## src/rtl/instr_encoder_if.sv

```systemverilog
// Field-set / encoded-word bus for instr_encoder.
// The master side supplies decoded fields and consumes encoded words;
// the slave side (the encoder) accepts fields and produces words.
interface instr_encoder_if #(
    parameter int WIDTH      = 32,
    parameter int ADDR_WIDTH = 10
);
    logic                  in_valid;
    logic                  in_ready;
    logic [6:0]            in_opcode;
    logic [4:0]            in_rd;
    logic [4:0]            in_rs1;
    logic [4:0]            in_rs2;
    logic [2:0]            in_funct3;
    logic [6:0]            in_funct7;
    logic [WIDTH-1:0]      in_imm;
    logic                  out_valid;
    logic                  out_ready;
    logic [WIDTH-1:0]      out_instr;
    logic [ADDR_WIDTH-1:0] out_addr;
    logic                  out_err;
    logic [7:0]            err_count;

    modport master (
        output in_valid, in_opcode, in_rd, in_rs1, in_rs2, in_funct3,
               in_funct7, in_imm, out_ready,
        input  in_ready, out_valid, out_instr, out_addr, out_err, err_count
    );

    modport slave (
        input  in_valid, in_opcode, in_rd, in_rs1, in_rs2, in_funct3,
               in_funct7, in_imm, out_ready,
        output in_ready, out_valid, out_instr, out_addr, out_err, err_count
    );
endinterface

```

## src/rtl/instr_encoder.sv

```systemverilog
// Packs decoded RISC-V fields into 32-bit instruction words with a single
// registered output stage, an auto-incrementing byte address and an error
// flag (with saturating error counter) for unencodable requests.
module instr_encoder #(
    parameter int WIDTH      = 32,
    parameter int ADDR_WIDTH = 10
) (
    input  logic            clk,
    input  logic            rst_n,
    input  logic            clear,
    instr_encoder_if.slave  bus
);
    localparam logic [6:0] OP_IMM   = 7'h13;
    localparam logic [6:0] OP_STORE = 7'h23;
    localparam logic [6:0] OP_BR    = 7'h63;
    localparam logic [6:0] OP_REG   = 7'h33;

    localparam logic [WIDTH-1:0]      NOP_WORD  = WIDTH'(32'h0000_0013);
    localparam logic [ADDR_WIDTH-1:0] ADDR_STEP = ADDR_WIDTH'(4);

    logic                  fits12;
    logic                  fits13;
    logic                  in_fire;
    logic                  out_fire;
    logic [WIDTH-1:0]      enc_instr;
    logic                  enc_err;
    logic [ADDR_WIDTH-1:0] addr_cnt;

    // An immediate fits N signed bits when every bit above N-2 equals the sign.
    assign fits12 = (&bus.in_imm[WIDTH-1:11]) || !(|bus.in_imm[WIDTH-1:11]);
    assign fits13 = (&bus.in_imm[WIDTH-1:12]) || !(|bus.in_imm[WIDTH-1:12]);

    assign bus.in_ready = !bus.out_valid || bus.out_ready;
    assign in_fire      = bus.in_valid && bus.in_ready;
    assign out_fire     = bus.out_valid && bus.out_ready;

    // Format selection and legality check; anything unencodable becomes a NOP.
    always_comb begin
        enc_instr = NOP_WORD;
        enc_err   = 1'b1;
        case (bus.in_opcode)
            OP_IMM: begin
                if (fits12) begin
                    enc_instr = {bus.in_imm[11:0], bus.in_rs1, bus.in_funct3,
                                 bus.in_rd, bus.in_opcode};
                    enc_err   = 1'b0;
                end
            end
            OP_STORE: begin
                if (fits12) begin
                    enc_instr = {bus.in_imm[11:5], bus.in_rs2, bus.in_rs1,
                                 bus.in_funct3, bus.in_imm[4:0], bus.in_opcode};
                    enc_err   = 1'b0;
                end
            end
            OP_BR: begin
                if (fits13 && !bus.in_imm[0]) begin
                    enc_instr = {bus.in_imm[12], bus.in_imm[10:5], bus.in_rs2,
                                 bus.in_rs1, bus.in_funct3, bus.in_imm[4:1],
                                 bus.in_imm[11], bus.in_opcode};
                    enc_err   = 1'b0;
                end
            end
            OP_REG: begin
                enc_instr = {bus.in_funct7, bus.in_rs2, bus.in_rs1,
                             bus.in_funct3, bus.in_rd, bus.in_opcode};
                enc_err   = 1'b0;
            end
            default: begin
            end
        endcase
    end

    // Output register: load on input handshake, retire on a lone output handshake.
    always_ff @(posedge clk or negedge rst_n) begin
        if (!rst_n) begin
            bus.out_valid <= 1'b0;
            bus.out_instr <= '0;
            bus.out_addr  <= '0;
            bus.out_err   <= 1'b0;
        end else if (in_fire) begin
            bus.out_valid <= 1'b1;
            bus.out_instr <= enc_instr;
            bus.out_addr  <= addr_cnt;
            bus.out_err   <= enc_err;
        end else if (out_fire) begin
            bus.out_valid <= 1'b0;
        end
    end

    // Next-word address; clear wins over the increment and wraps naturally.
    always_ff @(posedge clk or negedge rst_n) begin
        if (!rst_n) begin
            addr_cnt <= '0;
        end else if (clear) begin
            addr_cnt <= '0;
        end else if (in_fire) begin
            addr_cnt <= addr_cnt + ADDR_STEP;
        end
    end

    // Saturating count of error words loaded into the output register.
    always_ff @(posedge clk or negedge rst_n) begin
        if (!rst_n) begin
            bus.err_count <= 8'd0;
        end else if (in_fire && enc_err && (bus.err_count != 8'hFF)) begin
            bus.err_count <= bus.err_count + 8'd1;
        end
    end
endmodule
```

## src/flat_wrapper.sv

```systemverilog
// flat-port wrapper written by rule: the top's interface ports become plain ports
module instr_encoder_flat 
#(
    parameter int WIDTH      = 32,
    parameter int ADDR_WIDTH = 10
)
  (clk, rst_n, clear, bus_in_valid, bus_in_opcode, bus_in_rd, bus_in_rs1, bus_in_rs2, bus_in_funct3, bus_in_funct7, bus_in_imm, bus_out_ready, bus_in_ready, bus_out_valid, bus_out_instr, bus_out_addr, bus_out_err, bus_err_count);
  instr_encoder_if #(.WIDTH(WIDTH), .ADDR_WIDTH(ADDR_WIDTH)) bus_i ();
  input  logic clk;
  input  logic rst_n;
  input  logic clear;
  input wire logic [$bits(bus_i.in_valid)-1:0] bus_in_valid;
  input wire logic [$bits(bus_i.in_opcode)-1:0] bus_in_opcode;
  input wire logic [$bits(bus_i.in_rd)-1:0] bus_in_rd;
  input wire logic [$bits(bus_i.in_rs1)-1:0] bus_in_rs1;
  input wire logic [$bits(bus_i.in_rs2)-1:0] bus_in_rs2;
  input wire logic [$bits(bus_i.in_funct3)-1:0] bus_in_funct3;
  input wire logic [$bits(bus_i.in_funct7)-1:0] bus_in_funct7;
  input wire logic [$bits(bus_i.in_imm)-1:0] bus_in_imm;
  input wire logic [$bits(bus_i.out_ready)-1:0] bus_out_ready;
  output wire logic [$bits(bus_i.in_ready)-1:0] bus_in_ready;
  output wire logic [$bits(bus_i.out_valid)-1:0] bus_out_valid;
  output wire logic [$bits(bus_i.out_instr)-1:0] bus_out_instr;
  output wire logic [$bits(bus_i.out_addr)-1:0] bus_out_addr;
  output wire logic [$bits(bus_i.out_err)-1:0] bus_out_err;
  output wire logic [$bits(bus_i.err_count)-1:0] bus_err_count;
  assign bus_i.in_valid = bus_in_valid;
  assign bus_i.in_opcode = bus_in_opcode;
  assign bus_i.in_rd = bus_in_rd;
  assign bus_i.in_rs1 = bus_in_rs1;
  assign bus_i.in_rs2 = bus_in_rs2;
  assign bus_i.in_funct3 = bus_in_funct3;
  assign bus_i.in_funct7 = bus_in_funct7;
  assign bus_i.in_imm = bus_in_imm;
  assign bus_i.out_ready = bus_out_ready;
  assign bus_in_ready = bus_i.in_ready;
  assign bus_out_valid = bus_i.out_valid;
  assign bus_out_instr = bus_i.out_instr;
  assign bus_out_addr = bus_i.out_addr;
  assign bus_out_err = bus_i.out_err;
  assign bus_err_count = bus_i.err_count;
  instr_encoder #(.WIDTH(WIDTH), .ADDR_WIDTH(ADDR_WIDTH)) u_core (.clk(clk), .rst_n(rst_n), .clear(clear), .bus(bus_i));
endmodule
```

## config.mk

```make
export PLATFORM = sky130hd
export DESIGN_NAME = instr_encoder_flat
export DESIGN_NICKNAME = d
export VERILOG_FILES = /design/src/rtl/instr_encoder_if.sv /design/src/rtl/instr_encoder.sv /design/src/flat_wrapper.sv
export SDC_FILE = /design/constraint.sdc
export NUM_CORES = 1
export LEC_CHECK = 0
export BUFFER_PORTS_ARGS = -buffer_cell sky130_fd_sc_hd__clkbuf_2
export CELL_PAD_IN_SITES_DETAIL_PLACEMENT = 1
export CELL_PAD_IN_SITES_GLOBAL_PLACEMENT = 1
export CORE_MARGIN = 5
export CORE_UTILIZATION = 38
export DETAILED_ROUTE_END_ITERATION = 8
export PLACE_DENSITY = 0.89
export SYNTH_ARGS = -nofsm -noshare
export SYNTH_HDL_FRONTEND = slang
export SYNTH_SLANG_ARGS = --single-unit
```

## constraint.sdc

```tcl
create_clock -name clk -period 4.1 [get_ports clk]
set_clock_uncertainty 0.1 [all_clocks]
set_input_delay 0.82 -clock clk [delete_from_list [all_inputs] [get_ports clk]]
set_output_delay 0.82 -clock clk [all_outputs]
set_load 0.02 [all_outputs]
```

==> flow_summary.json, run 1 <==
{
  "grt_max_degree": 46,
  "io_pins": 122,
  "die_height_um": 95.9,
  "grt_remaining_overflow": 0,
  "post-route-period-util": 0.646,
  "status": "finished clean",
  "cts_tree": "built",
  "rows": 31,
  "criticalPathCategory": "primary input to flip-flop",
  "grt_pass1_vias": 2774,
  "peakVddDrop_mv": 0.237,
  "finalCriticalPeriod_ns": 2.65,
  "root_buffer": "clkbuf_8",
  "core_area_mm2": 0.00721,
  "vias": 2618,
  "cts_resized": 0,
  "p_leak_nw": 1.88,
  "detail_route.wirelength_um": 8510,
  "cts_buffers": 9,
  "synth_mux_area_frac": 0.00936,
  "dpl.hpwl_um": 6730,
  "placed_area_mm2": 0.00349,
  "grt_first_pass_wirelength_um": 13800,
  "ys.flop_type": "dfrtp_1",
  "synth-edff-count": 0,
  "synthSimpleGateAreaFrac": 0.227,
  "setup_viol": 0,
  "start_util": 0.389,
  "cts_setup_buffers": 0,
  "drcViolationCount": 0,
  "path_max_fanout": 9,
  "wl_per_cell_um": 17.0,
  "dp.cells": 483,
  "ys_ff_latch": 58,
  "synthAdderAreaFrac": 0.00892,
  "cts_buffer_depth": 2,
  "yosysTopAreaCell": "dfrtp_1",
  "syn-cell-area_mm2": 0.00281,
  "max_slew_margin": 0.248,
  "synth_top_family_by_area": "simple AND/OR/NAND/NOR gates",
  "grtUsageTotal": 0.196,
  "fin_ws_ns": 1.45,
  "syn-mean-instance-area_um2": 10.2,
  "cts.sinks": 58,
  "numPortBuffers": 119,
  "clk_pin_slew_ns": 0.06,
  "hold_ws_ns": 0.371,
  "final_common_cell": "clkbuf_2",
  "fin_util": 0.514,
  "critical_path.slowest_cell": "nor4_1",
  "cts-htree-levels": 3,
  "start_kind": "primary input",
  "report.final.slew_viol_count": 0,
  "place_ws_ns": 1.11,
  "final_layout_size_suffix_gt1_frac": 0.373,
  "powerDensity_mw_per_mm2": 408,
  "fin_nets": 466,
  "max_stage_delay_ns": 0.57,
  "synth-seq-area-share": 0.517,
  "gp_congestion": 0.802,
  "fin_tns_setup_ns": 0,
  "synthArstFlopShare": 1.00,
  "tightest_slew_ns": 1.13,
  "synth_cells": 274,
  "rsz0062_at_grt": "no",
  "final_area_mm2": 0.00371,
  "antenna_found_initial": 0,
  "antenna_cells": 0,
  "area_growth_pct": 32.2,
  "stdcell_count": 499,
  "die_x_um": 95.9,
  "ys_types": 48,
  "final_cell_mix": "119 x clkbuf_2, 58 x dfrtp_1, 44 x nand2_1, 15 x nor2_1",
  "maxCapViolations": 0,
  "synth-compound-area-share": 0.170,
  "avgViaCountPerCell": 5.25,
  "worst_setup_path_end_kind": "flip-flop",
  "crit_arrival_ns": 2.76,
  "ys_warn_count": 0,
  "synth.top_cell.area_share": 0.517,
  "finalPower_mw": 1.52,
  "cp_cell_sequence": "clkbuf_2 -> nand4_1 -> nor4_1 -> and3_1 -> o31a_1 -> nor4_2 -> mux2_4",
  "firstDrtPassIters": 4,
  "dieArea_mm2": 0.00920,
  "min_path_type": "flip-flop to flip-flop",
  "fmax_ghz": 0.377,
  "drt_iter0_markers": 103,
  "holdBufCountCts": 0,
  "cp.required_ns": 4.21,
  "finalHoldViolations": 0,
  "synth_xor_area_frac": 0.0374,
  "synthTopCellsByArea": "dfrtp_1 52%, nand2_1 5.9%, a221o_1 2.9%",
  "drtAntennaViolNets": 0,
  "insertion_delay_ns": 0.33
}
kinds of logic after synthesis:
logic type,after synthesis
AND/OR/NAND/NOR,122
AO/OA/AOI/OAI,60
flip-flops,58
buffers and inverters,17
XOR/XNOR,12
adder cells (fa/ha/maj),2
multiplexers,2
other,1
flip-flops by register name, indices dropped and copies added, names as in the netlist:
name and count:
u_core.bus.out_valid 1, u_core.addr_cnt 8, u_core.bus.err_count 8, u_core.bus.out_instr 32, u_core.bus.out_addr 8, u_core.bus.out_err 1
final cells by class:
cell class	count	area, um^2
Multi-Input combinational cell	200	1280
Fill cell	869	3500
Inverter	3	11.3
Timing Repair Buffer	123	626
Sequential cell	58	1450
Clock buffer	11	141
Tap cell	99	124
Clock inverter	5	77.6
cell usage after synthesis, types with 3 or more instances:
| library cell | count |
|---|---|
| a21oi_1 | 10 |
| a221o_1 | 8 |
| a22o_1 | 8 |
| a32oi_1 | 7 |
| and2_1 | 8 |
| and3_1 | 5 |
| clkbuf_1 | 8 |
| dfrtp_1 | 58 |
| inv_1 | 3 |
| nand2_1 | 44 |
| nand2b_1 | 9 |
| nand3_1 | 10 |
| nand4_1 | 9 |
| nor2_1 | 15 |
| nor3_1 | 4 |
| nor4_1 | 8 |
| o21ai_0 | 9 |
| o2bb2ai_1 | 3 |
| xnor2_1 | 4 |
| xor2_1 | 8 |
power breakdown:
part / total (mW) / internal, mW / switching [mW]
sequential: 0.674 / 0.616 / 0.0579
combinational: 0.261 / 0.102 / 0.158
clock: 0.581 / 0.357 / 0.224
total: 1.52 / 1.07 / 0.440
critical path, delay by kind of cell:
kind / cells / cell delay, ns
buf+inv: 1 / 0.09
simple gates: 4 / 1.10
compound gates: 1 / 0.44
mux: 1 / 0.31
per-layer routing:
| layer | GRT usage | wire length (um) |
|---|---|---|
| met1 | 0.259 | 3690 |
| met2 | 0.318 | 4110 |
| met3 | 0.0532 | 584 |
| met4 | 0.0498 | 117 |
| met5 | 0 | 0 |
path summary, 6_finish.rpt:
check                                   startpoint                       end  slack (ns)  cells after the start
max reg2reg                u_core.bus.err_count[0]   u_core.bus.err_count[1]        1.81                      6
min reg2reg                u_core.bus.out_instr[1]   u_core.bus.out_instr[1]        0.37                      1
max in group asynchronous                    rst_n  u_core.bus.out_instr[18]        2.47                      2
min in group asynchronous                    rst_n        u_core.addr_cnt[4]        0.60                      1
min                        u_core.bus.out_instr[1]   u_core.bus.out_instr[1]        0.37                      1
max                                 bus_in_imm[30]   u_core.bus.err_count[6]        1.45                      7
Power figures use the tool's default switching activity.
==> inputs of run 2 (changes only) <==
--- a/config.mk
+++ b/config.mk
@@ -9,9 +9,9 @@
 export CELL_PAD_IN_SITES_DETAIL_PLACEMENT = 1
 export CELL_PAD_IN_SITES_GLOBAL_PLACEMENT = 1
 export CORE_MARGIN = 5
-export CORE_UTILIZATION = 38
+export CORE_UTILIZATION = 35
 export DETAILED_ROUTE_END_ITERATION = 8
-export PLACE_DENSITY = 0.89
+export PLACE_DENSITY = 0.83
 export SYNTH_ARGS = -nofsm -noshare
 export SYNTH_HDL_FRONTEND = slang
 export SYNTH_SLANG_ARGS = --single-unit
==> constraint.sdc (replaced) <==
create_clock -name clk -period 2.65 [get_ports clk]
set_clock_uncertainty 0.1 [all_clocks]
set_input_delay 0.53 -clock clk [delete_from_list [all_inputs] [get_ports clk]]
set_output_delay 0.53 -clock clk [all_outputs]
set_load 0.02 [all_outputs]
==> run 2 against run 1 <==
  * Combinational power grew 56%
  * Sequential power is 54% higher
  * Worst hold slack worse by 0.12 ns
  * Core utilization is 3.4 points lower
  * First-iteration DRC count shrank 38%
  * Largest cell class unchanged
==> flow_summary.json, run 2 (synthesized netlist as in run 1, its figures left out) <==
{
  "placed_area_mm2": 0.00354,
  "holdBufCountCts": 0,
  "grt_remaining_overflow": 0,
  "avgViaCountPerCell": 5.25,
  "wl_per_cell_um": 16.6,
  "top_register": "u_core.bus.out_instr",
  "antenna_found_initial": 0,
  "die_height_um": 99.5,
  "crit_cells": 7,
  "maxCapViolations": 0,
  "finalCriticalPeriod_ns": 2.27,
  "timing.rr.end": "u_core.bus.err_count[7]",
  "post-route-period-util": 0.857,
  "max_slew_margin": 0.511,
  "grt_first_pass_wirelength_um": 13900,
  "drtAntennaViolNets": 0,
  "rows": 32,
  "worst_setup_path_end_kind": "flip-flop",
  "finalHoldViolations": 0,
  "die_x_um": 99.5,
  "crit_family": "simple AND/OR/NAND/NOR gates",
  "path_max_fanout": 7,
  "area_growth_pct": 33.0,
  "cp_cell_sequence": "clkbuf_2 -> nand4bb_4 -> or4_4 -> a211oi_2 -> o221a_2 -> nor4_2 -> mux2_4",
  "worstPathBufferInverterCount": 1,
  "io_pins": 122,
  "setup_viol": 0,
  "crit_arrival_ns": 2.39,
  "final_area_mm2": 0.00373,
  "cts_resized": 0,
  "finalPower_mw": 2.24,
  "root_buffer": "clkbuf_8",
  "largest_reg_flops": 32,
  "cts_setup_buffers": 0,
  "status": "finished clean",
  "grt_pass1_vias": 2855,
  "criticalPathCategory": "primary input to flip-flop",
  "core_area_mm2": 0.00777,
  "dpl.hpwl_um": 6550,
  "fin_tns_setup_ns": 0,
  "cts_buffer_depth": 2,
  "antenna_cells": 0,
  "start_kind": "primary input",
  "peakVddDrop_mv": 0.470,
  "report.final.slew_viol_count": 0,
  "powerDensity_mw_per_mm2": 601,
  "critical_path.slowest_cell": "or4_4",
  "fin_nets": 472,
  "dp.cells": 492,
  "cts_tree": "built",
  "start_util": 0.361,
  "grt_max_degree": 59,
  "worstRegToRegCells": 7,
  "p_leak_nw": 1.90,
  "grtUsageTotal": 0.175,
  "timing.rr.start": "u_core.bus.err_count[0]",
  "max_stage_delay_ns": 0.56,
  "gp_congestion": 0.791,
  "drcViolationCount": 0,
  "vias": 2666,
  "crit_path_start": "bus_in_opcode[2]",
  "tightest_slew_ns": 0.733,
  "cts.sinks": 58,
  "fin_ws_ns": 0.378,
  "insertion_delay_ns": 0.33,
  "final_layout_size_suffix_gt1_frac": 0.384,
  "cp.required_ns": 2.76,
  "dieArea_mm2": 0.00991,
  "rsz0062_at_grt": "no",
  "clk_pin_slew_ns": 0.07,
  "fin_util": 0.481,
  "place_ws_ns": 0.0381,
  "fmax_ghz": 0.440,
  "final_cell_mix": "119 x clkbuf_2, 58 x dfrtp_1, 44 x nand2_1, 15 x nor2_1",
  "hold_ws_ns": 0.246,
  "numPortBuffers": 119,
  "final_common_cell": "clkbuf_2",
  "min_path_type": "primary input to async pin",
  "stdcell_count": 508,
  "r2r_slack_ns": 0.44,
  "detail_route.wirelength_um": 8430,
  "firstDrtPassIters": 4,
  "drt_iter0_markers": 64,
  "fillCellCount": 924,
  "cts_buffers": 9,
  "crit_end": "u_core.bus.err_count[6]",
  "cts-htree-levels": 3
}
-- run 2: changes by cell type in the layout (fill, tap and decap cells not counted), sizes merged --
cell	change
bufinv	-1
clkbuf	-2
inv	+1
buf	+6
clkinvlp	+1
clkinv	+1
-- run 2: layer usage --
layer,up-vias,GRT usage,share of wire
met2,85,0.293,0.49
li1,1260,-,-
met4,0,0.0630,0.012
met3,9,0.0316,0.059
met5,-,0,0
met1,1312,0.227,0.44
-- run 2: power by group --
group	internal (mW)	switching [mW]
Clock	0.432	0.362
Combinational	0.161	0.247
Sequential	0.952	0.0882
-- run 2: worst min path at each step --
stage                                     endpoint  cells after the start  slack, ns
after floorplan                 u_core.addr_cnt[2]                      0       0.13
after global placement     u_core.bus.out_instr[0]                      1       0.35
after detailed placement   u_core.bus.out_instr[1]                      1       0.36
after CTS                   u_core.bus.out_addr[7]                      2       0.26
after global routing      u_core.bus.out_instr[12]                      2       0.31
final                       u_core.bus.out_addr[9]                      2       0.25
-- run 2: area by class of cell --
| class | instances | area (um^2) | share of cell area |
|---|---|---|---|
| sequential | 58 | 1450 | 0.389 |
| multi-input combinational | 200 | 1280 | 0.343 |
| tap | 102 | 128 | 0.0342 |
| timing repair buffer | 129 | 671 | 0.180 |
| inverter | 3 | 11.3 | 0.00302 |
| clock buffer | 9 | 124 | 0.0332 |
| clock inverter | 7 | 68.8 | 0.0184 |
==> inputs of run 3 (changes only) <==
--- a/config.mk
+++ b/config.mk
@@ -5,13 +5,13 @@
 export SDC_FILE = /design/constraint.sdc
 export NUM_CORES = 1
 export LEC_CHECK = 0
-export BUFFER_PORTS_ARGS = -buffer_cell sky130_fd_sc_hd__clkbuf_2
 export CELL_PAD_IN_SITES_DETAIL_PLACEMENT = 1
 export CELL_PAD_IN_SITES_GLOBAL_PLACEMENT = 1
 export CORE_MARGIN = 5
-export CORE_UTILIZATION = 35
+export CORE_UTILIZATION = 46
 export DETAILED_ROUTE_END_ITERATION = 8
-export PLACE_DENSITY = 0.83
+export DONT_BUFFER_PORTS = 1
+export PLACE_DENSITY = 0.81
 export SYNTH_ARGS = -nofsm -noshare
 export SYNTH_HDL_FRONTEND = slang
 export SYNTH_SLANG_ARGS = --single-unit
==> run 3 against run 2 <==
  * Register-to-register slack about the same
  * Sequential power up 5%
  * Maximum frequency up 2.5%
  * Clock power up 3.9%
  * Critical path depth up 1
  * Final cell count down 28%
  * Global-route usage up 3.9 points
  * Core utilization up 5.5 points
==> flow_summary.json, run 3 (synthesized netlist as in run 1, its figures left out) <==
{
  "final_cell_mix": "58 x dfrtp_1, 44 x nand2_1, 15 x nor2_1, 14 x buf_4",
  "top_register": "u_core.bus.out_instr",
  "powerDensity_mw_per_mm2": 689,
  "final_common_cell": "dfrtp_1",
  "cts_buffer_depth": 2,
  "grtUsageTotal": 0.215,
  "finalHoldViolations": 0,
  "wl_per_cell_um": 22.0,
  "final_area_mm2": 0.00317,
  "final_layout_size_suffix_gt1_frac": 0.140,
  "insertion_delay_ns": 0.33,
  "root_buffer": "clkbuf_8",
  "dieArea_mm2": 0.00776,
  "die_height_um": 88.1,
  "core_area_mm2": 0.00592,
  "die_x_um": 88.1,
  "grt_first_pass_wirelength_um": 12800,
  "maxCapViolations": 0,
  "grt_pass1_vias": 2445,
  "largest_reg_flops": 32,
  "status": "finished clean",
  "p_leak_nw": 1.43,
  "placed_area_mm2": 0.00294,
  "clk_pin_slew_ns": 0.07,
  "crit_arrival_ns": 2.37,
  "path_max_fanout": 4,
  "peakVddDrop_mv": 0.312,
  "fin_tns_setup_ns": 0,
  "cts.sinks": 58,
  "avgViaCountPerCell": 6.14,
  "rows": 28,
  "start_util": 0.474,
  "antenna_cells": 0,
  "cts-htree-levels": 3,
  "place_ws_ns": 0.191,
  "setup_viol": 0,
  "drt_iter0_markers": 60,
  "fin_ws_ns": 0.434,
  "firstDrtPassIters": 4,
  "dpl.hpwl_um": 6000,
  "detail_route.wirelength_um": 8100,
  "antenna_found_initial": 0,
  "gp_congestion": 0.796,
  "fmax_ghz": 0.451,
  "rsz0062_at_grt": "no",
  "worst_setup_path_end_kind": "flip-flop",
  "cts_buffers": 9,
  "io_pins": 122,
  "grt_max_degree": 59,
  "cts_tree": "built",
  "report.final.slew_viol_count": 0,
  "criticalPathCategory": "flip-flop to flip-flop",
  "cts_setup_buffers": 0,
  "min_path_type": "primary input to flip-flop",
  "fin_util": 0.536,
  "finalCriticalPeriod_ns": 2.22,
  "drtAntennaViolNets": 0,
  "numPortBuffers": 0,
  "vias": 2258,
  "start_kind": "flip-flop",
  "grt_remaining_overflow": 0,
  "drcViolationCount": 0,
  "area_growth_pct": 13.1,
  "fin_nets": 359,
  "post-route-period-util": 0.836,
  "cp.required_ns": 2.80
}
==> run 3: cell types whose count changed in the layout (fill, tap and decap cells not counted) <==
cell and change:
clkbuf_2 -119, buf_4 +4, clkinvlp_4 -2, buf_16 +1, clkbuf_1 +1, clkbuf_8 +1, clkinv_4 +1, dlygate4sd3_1 +1
inv_6 -1
==> run 3: critical path: stages, from the launching register on <==
cell and delay (ns):
dfrtp_1 0.39, ha_1 0.23, nand4_1 0.15, o211ai_1 0.18, a311oi_1 0.33, a32oi_2 0.13, buf_4 0.17, nor4_1 0.28
xor2_1 0.18
==> run 3: area by class of cell <==
cell class | instances | area, um^2
fill | 674 | 2750
sequential | 58 | 1450
multi-input combinational | 200 | 1280
timing repair buffer | 16 | 143
clock buffer | 11 | 141
tap | 75 | 93.8
clock inverter | 5 | 53.8
inverter | 3 | 11.3
==> run 3: repair_timing <==
item / 4_1_cts / 5_1_grt
endpoints found under the setup margin: 0 / 0
endpoints found under the hold margin: 58 / 0
hold buffers: 2 / 0
resized for setup: 0 / 0
==> run 3: through the flow <==
| step | total power, mW | hold slack (ns) | instances |
|---|---|---|---|
| CTS | 2.20 | 0.139 | 368 |
| floorplan | 1.27 | 0.134 | 275 |
| global placement | 1.34 | 0.136 | 350 |
| finish | 2.19 | 0.151 | 368 |
| global route | 2.28 | 0.133 | 368 |
| detailed placement | 1.36 | 0.136 | 350 |
==> run 3: path summary, 6_finish.rpt <==
path | from | end | slack, ns | depth (start not counted)
setup reg to reg | u_core.bus.err_count[0] | u_core.bus.err_count[7] | 0.43 | 8
min in group asynchronous | rst_n | u_core.addr_cnt[8] | 0.65 | 2
setup / recovery | u_core.bus.err_count[0] | u_core.bus.err_count[7] | 0.43 | 8
hold / removal | clear | u_core.addr_cnt[4] | 0.15 | 1
hold reg to reg | u_core.addr_cnt[9] | u_core.bus.out_addr[9] | 0.41 | 2
max in group asynchronous | rst_n | u_core.addr_cnt[7] | 1.54 | 2
==> run 3: per-layer routing <==
layer,wire length [um],vias up,GRT usage,part of all wire
li1,-,1031,-,-
met1,3260,1134,0.254,0.40
met2,4070,84,0.364,0.50
met3,662,9,0.0668,0.082
met4,115,0,0.0852,0.014
met5,0,-,0,0
==> run 3: where the power goes <==
part           leakage (nW)  internal (mW)  total, mW  switching [mW]
clock                 0.103          0.457      0.825           0.368
sequential            0.772          0.951       1.09           0.142
combinational         0.557          0.112      0.270           0.157
total                  1.43           1.52       2.19           0.666
